**src/rtl/addsub_pkg.sv**
```systemverilog
// Shared types and constants for the bit-serial add/subtract engine.
//   state_e : controller FSM states
//   OP_ADD / OP_SUB : encoding of the 'sub' operation select
package addsub_pkg;

  typedef enum logic [1:0] {
    IDLE = 2'd0,
    RUN  = 2'd1,
    DONE = 2'd2
  } state_e;

  localparam logic OP_ADD = 1'b0;
  localparam logic OP_SUB = 1'b1;

endpackage

```
**src/rtl/fa_cell.sv**
```systemverilog
// 1-bit full adder, purely combinational. Time-shared by the serial controller.
//   a, b, cin : addend bits and carry in
//   s, cout   : sum bit and carry out
module fa_cell (
  input  logic a,
  input  logic b,
  input  logic cin,
  output logic s,
  output logic cout
);

  assign s    = a ^ b ^ cin;
  assign cout = (a & b) | (a & cin) | (b & cin);

endmodule

```
**src/rtl/serial_addsub_ctrl.sv**
```systemverilog
// Bit-serial add/subtract engine. One full-adder cell processes the operands
// LSB first over WIDTH cycles; subtract is A + ~B + 1.
//   clk, rst_n           : clock, async active-low reset
//   in_valid / in_ready  : operand handshake (a, b, sub)
//   out_valid / out_ready: result handshake (s, cout, ovf)
//   cout                 : carry out of MSB (subtract: 1 = no borrow)
//   ovf                  : signed overflow
//   busy                 : operation in flight or result waiting
module serial_addsub_ctrl
  import addsub_pkg::*;
#(
  parameter  int WIDTH = 8,
  localparam int CNT_W = $clog2(WIDTH)
) (
  input  logic             clk,
  input  logic             rst_n,
  input  logic             in_valid,
  output logic             in_ready,
  input  logic [WIDTH-1:0] a,
  input  logic [WIDTH-1:0] b,
  input  logic             sub,
  output logic             out_valid,
  input  logic             out_ready,
  output logic [WIDTH-1:0] s,
  output logic             cout,
  output logic             ovf,
  output logic             busy
);

  localparam logic [CNT_W-1:0] LAST = CNT_W'(WIDTH - 1);

  state_e           state_q, state_d;
  logic [WIDTH-1:0] a_sh, b_sh;
  logic             sub_q;
  logic             carry_q;
  logic [CNT_W-1:0] cnt;
  logic [WIDTH-1:0] s_q;
  logic             cout_q, ovf_q;

  logic fa_s, fa_co;
  logic last_bit;

  assign last_bit = (state_q == RUN) && (cnt == LAST);

  fa_cell u_fa (
    .a    (a_sh[0]),
    .b    (b_sh[0] ^ sub_q),
    .cin  (carry_q),
    .s    (fa_s),
    .cout (fa_co)
  );

  always_comb begin
    state_d = state_q;
    case (state_q)
      IDLE:    if (in_valid)  state_d = RUN;
      RUN:     if (last_bit)  state_d = DONE;
      DONE:    if (out_ready) state_d = IDLE;
      default:                state_d = IDLE;
    endcase
  end

  always_ff @(posedge clk or negedge rst_n) begin
    if (!rst_n) state_q <= IDLE;
    else        state_q <= state_d;
  end

  // Sum bits enter a_sh from the MSB as operand bits leave at the LSB, so
  // after WIDTH shifts a_sh holds the finished result with no extra register.
  always_ff @(posedge clk or negedge rst_n) begin
    if (!rst_n) begin
      a_sh    <= '0;
      b_sh    <= '0;
      sub_q   <= OP_ADD;
      carry_q <= 1'b0;
      cnt     <= '0;
      s_q     <= '0;
      cout_q  <= 1'b0;
      ovf_q   <= 1'b0;
    end else begin
      case (state_q)
        IDLE: if (in_valid) begin
          a_sh    <= a;
          b_sh    <= b;
          sub_q   <= sub;
          carry_q <= (sub == OP_SUB);
          cnt     <= '0;
        end
        RUN: begin
          a_sh    <= {fa_s, a_sh[WIDTH-1:1]};
          b_sh    <= {1'b0, b_sh[WIDTH-1:1]};
          carry_q <= fa_co;
          cnt     <= cnt + CNT_W'(1);
          if (last_bit) begin
            s_q    <= {fa_s, a_sh[WIDTH-1:1]};
            cout_q <= fa_co;
            // carry_q is the carry into the MSB on this edge
            ovf_q  <= carry_q ^ fa_co;
          end
        end
        default: ;
      endcase
    end
  end

  assign in_ready  = (state_q == IDLE);
  assign out_valid = (state_q == DONE);
  assign busy      = (state_q != IDLE);
  assign s         = s_q;
  assign cout      = cout_q;
  assign ovf       = ovf_q;

endmodule

```
**config.mk**
```make
export PLATFORM = sky130hd
export DESIGN_NAME = serial_addsub_ctrl
export DESIGN_NICKNAME = d
export VERILOG_FILES = /design/src/rtl/addsub_pkg.sv /design/src/rtl/fa_cell.sv /design/src/rtl/serial_addsub_ctrl.sv
export SDC_FILE = /design/constraint.sdc
export NUM_CORES = 1
export LEC_CHECK = 0
export ABC_AREA = 1
export CORE_ASPECT_RATIO = 1.75
export CORE_UTILIZATION = 50
export CTS_CLUSTER_SIZE = 24
export DETAILED_ROUTE_END_ITERATION = 6
export PLACE_DENSITY_LB_ADDON = 0.3
export SLEW_MARGIN = 25
export SYNTH_ARGS = -nofsm -noshare
export SYNTH_HDL_FRONTEND = slang
export SYNTH_HIERARCHICAL = 1
export SYNTH_SLANG_ARGS = --single-unit
```
**constraint.sdc**
```tcl
create_clock -name clk -period 2.5 [get_ports clk]
set_input_delay 0.5 -clock clk [delete_from_list [all_inputs] [get_ports clk]]
set_output_delay 0.5 -clock clk [all_outputs]
set_load 0.02 [all_outputs]
```
Word-level counts from Yosys, hierarchy flattened
Cells that the tools add are included.

Add/subtract/negate cells: 1. $mul: 0. Divide/modulo/power cells: 0. Magnitude comparators: 0. Equal/unequal tests: 6. Shifts and indexed selects: 0. Multiplexer cells: 12. Bitwise operators: 9. Reduce and logical (&&, ||, !) cells: 8.

Operators with widths (count): 8-bit case mux with 2 select lines (2); 8-bit 2-to-1 mux (2); 2-bit 2-to-1 mux (3); 2-bit case mux with 3 select lines (1); 3-bit case mux with 2 select lines (1); 2-bit AND reduction (3); 2-bit inequality test, second input constant (2); 2-bit nonzero test (2); 1-bit XOR (4); 3-bit by 1-bit adder with 3-bit output, second input constant (1); 1-bit bitwise AND (3); 3-bit == test, second input constant (1); 3-bit 2-to-1 mux (1); 3-bit AND reduction (1); 2-bit by 1-bit == test with 1-bit output, second input constant (1); 2-bit == test, second input constant (1); 2-bit logical NOT (1); 2-bit by 1-bit inequality test with 1-bit output, second input constant (1); 1-bit OR (2); 1-bit case mux with 2 select lines (1); 1-bit logical AND (1); 1-bit 2-to-1 mux (1).

Flip-flop bits (word level): 33. Latch bits: 0. Memory bits (writable): 0. Bits in read-only memories: 0. Bits of input ports: 21. Output and inout bits: 13. Word-level logic and storage cells: 45. Memories kept: 0.

Depth between registers and ports, before layout
Depth in word-level cells: 5. Depth in mapped cells: 7. Depth with buffers taken out: 6.

Cells and area by module
The synthesis kept the hierarchy.

Modules (own cells, without submodules): serial_addsub_ctrl (instances 1, cells each 196, area each 1527.7 um^2, sequential area each 825.8 um^2); fa_cell (instances 1, cells each 1, area each 20.0 um^2, sequential area each 0.0 um^2).

Worst setup path before layout
No wires, ideal clock.

Path kind: reg2out. From: reg state_q[0]. To: out busy. Data arrival time: 1162 ps. Required time: 2000 ps. Path slack: 838 ps. Cell stages (with the launch flop): 4. Buffers on the path: 1. Path through: dfrtp_1 buf_4 nor2_1 inv_1.

Word-level cells in the longest chain between the ends: 1.

Ends and longest elaborated chain: from (decl) (RTL line serial_addsub_ctrl.sv:32) `state_e state_q, state_d;`; from (signal assigned) (RTL line serial_addsub_ctrl.sv:65) `else state_q <= state_d;`; 2-bit nonzero test (RTL line serial_addsub_ctrl.sv:108) `assign busy = (state_q != IDLE);`; to (decl) (RTL line serial_addsub_ctrl.sv:27) `output logic busy`.

Every way passes these cells.

Worst setup path after layout
From: reg state_q[0]. To: out in_ready.

Word-level cells in the longest chain between the ends: 1.

Ends and longest elaborated chain: 2-bit logical NOT (RTL line serial_addsub_ctrl.sv:106) `assign in_ready = (state_q == IDLE);`; to (decl) (RTL line serial_addsub_ctrl.sv:18) `output logic in_ready,`.

Every way passes these cells.

==> impl_results.md <==
* Status: finished, violations left
* Violated checks: design-rule violations
* HP Class: flop to flop
* Comb power frac at 46.4%
* Number of synthesized flops with an enable pin at 0
* Final ANT Viol Nets at 0
* Critical Path RT at 2000 ps
* RSZ-0062 raised after global routing: false
* Setup violations, final at 0
* Avg Synthesized Cell Area at 7.86 um^2
* Final Max Slew Viols at 0
* Net switching share of the total power at 41.3%
* WL met3 at 117 um
* CTS tree: done
* Final Critical Period at 2120 ps
* CTS Hold Bufs at 0
* Part of the power in the clock network at 16.0%
* Cell count after synthesis at 197
* Most used DFF post-synth: dfrtp_1
* Global-route wire length before repair at 5300 um
* CTS buffer count at 5
* Initial Util at 52.9%
* Maximum clock rate at 0.471 GHz
* Yosys reg bits at 33
* Mean routed wirelength per cell at 12.3 um
* DR DRC count at 2
* Max FO, Critical Path at 5
* P&R area growth vs syn at 28.3%
* CTS root buffer: clkbuf_8
* Via count at 1320
* Layout Skew at 7.98 ps
* 1st-iter DRT viols at 37
* Gp weighted congestion at 0.756
* Initial antenna violation count at 0
* Layout cells sized above 1 at 6.81%
* Clk pin slew, worst setup/hold paths at 70 ps
* Leak pwr at 1.06 nW
* Pin count of the biggest net entering global routing at 34
* Core ar. at 0.00293 mm^2
* Vias per inst at 5.02
* Setup TNS at 0 ps
* Syn nets at 221
* Synth cell count leaders: nand2_1, dfrtp_1, nand3_1
* Worst slew margin at 70.8%
* Final wirelength at 3240 um
* GRT Total Usage at 22.4%
* Endpoints failing hold at 0
* Synth warn at 6
* Crit path arrival time at 1620 ps
* Internal Power at 1.44 mW
* Routed wl met2 at 1630 um
* Worst-Margin Slew at 437 ps
* Tcrit/Tclk final at 85.0%
* Critical Path Source Type: flop
* Post-Synthesis Cell Area at 0.00155 mm^2
* DRT met1 WL at 1410 um
* PD cells at 1240 mW/mm^2
* Chip Height at 75.6 um
* Core Rows at 26
* Top cell type's share of synthesized area at 53.4%
* CP endpoint kind: output pin
* Clock Path Buffers at 2
* Die width at 44.1 um
* Fillers at 246
* DIE AREA at 0.00333 mm^2
* Grt ovf at 0
* Io pins at 34
* Sequential Power Share at 37.7%
* Clk sinks at 33
* Synth area leaders: dfrtp_1, nand2_1, nand3_1
* Nets@finish at 258
* Synth area leader: dfrtp_1
* Max-cap viol count at 0
* Post-synth cell types at 16
* Maximum vdd drop at 0.765 mV
* N_diodes at 0
* Register area share after synthesis at 53.4%
* Asr flop ratio synth at 100%
* Placed Area at 0.00190 mm^2
* Sw Pwr at 1.01 mW
* DR top layer: met4
* H-tree Lvls at 2
* Post_cts resized at 0
* Top-count cell post-synth: nand2_1
* Worst-Skew Late Latency at 290 ps
* Post-CTS setup buffers at 0
* I/O Buffers at 33
* Crit Path Category: flop to output pin
* Post-DP HPWL at 2160 um
* Vias in the first global route at 1216
* Post-route cell area at 0.00199 mm^2
* First-pass DRT Iterations at 7
==> power by group through the flow <==
stage	Combinational, mW	Sequential (mW)	Clock (mW)
after floorplan	0.711	0.988	0
after global placement	1.11	0.925	0
after detailed placement	1.14	0.934	0
after CTS	1.15	0.926	0.397
after global routing	1.30	0.956	0.412
final	1.14	0.925	0.392
==> flip-flops by register name, summed over array words and instances, names as in the netlist <==
register	cells
a_sh	8
b_sh	8
carry_q	1
cnt	3
cout	1
ovf	1
s	8
state_q	2
sub_q	1
==> layout by cell type (no fill, tap or decap), types with 2 or more instances in the layout <==
cell type        instances
nand2_1                120
dfrtp_1                 33
clkdlybuf4s50_1         33
nand3_1                 18
clkbuf_8                 5
buf_4                    5
inv_1                    3
nor2_1                   2
inv_2                    2
xor2_1                   2
o21ai_0                  2
ha_1                     2
clkinv_2                 2
==> cell families (layout without fill, tap and decap cells) <==
group / count (synthesis) / count (layout) / share of synthesized area [%]
simple gates: 142 / 142 / 36.9
xor+xnor: 2 / 2 / 1.13
compound gates: 4 / 4 / 1.46
buf+inv: 13 / 51 / 4.28
flops: 33 / 33 / 53.4
fa+ha+maj: 3 / 3 / 2.91
==> layer usage <==
layer  track usage (%)  up-vias
met5                 0        -
met2              37.4       36
met4              13.1        0
met1              26.3      596
met3              4.27        8
li1                  -      680
==> stage by stage <==
stage | total power, mW | utilization (%) | hold WS [ps] | setup WS (ps) | instances
finish | 2.46 | 67.8 | 468 | 376 | 263
global placement | 2.04 | 65.0 | 452 | 725 | 255
floorplan | 1.70 | - | 204 | 838 | 197
CTS | 2.47 | 67.8 | 474 | 376 | 263
detailed placement | 2.08 | 65.0 | 457 | 688 | 255
global route | 2.67 | 67.8 | 500 | 310 | 263
==> worst max-delay path, stage by stage, from the launching register on <==
cell and delay, ps:
dfrtp_1 390, nor2_1 280, clkdlybuf4s50_1 670
==> area by class of cell <==
cell class	count	area, um^2	area share, %
Multi-Input combinational cell	151	656	33.0
Clock inverter	2	10.0	0.504
Clock buffer	6	72.6	3.65
Inverter	5	18.8	0.945
Tap cell	28	35.0	1.76
Sequential cell	33	826	41.6
Timing Repair Buffer	38	368	18.5
==> worst paths after layout <==
| check | start | end | slack, ps | cells after the start |
|---|---|---|---|---|
| max | state_q[0] | in_ready | 380 | 2 |
| min | s[5] | s[5] | 470 | 2 |
| max reg2reg | state_q[1] | state_q[1] | 970 | 6 |
| min reg2reg | s[5] | s[5] | 470 | 2 |
| max in group asynchronous | rst_n | b_sh[6] | 1580 | 2 |
| min in group asynchronous | rst_n | ovf | 610 | 2 |
No activity file was read; power rests on OpenSTA's default activity.
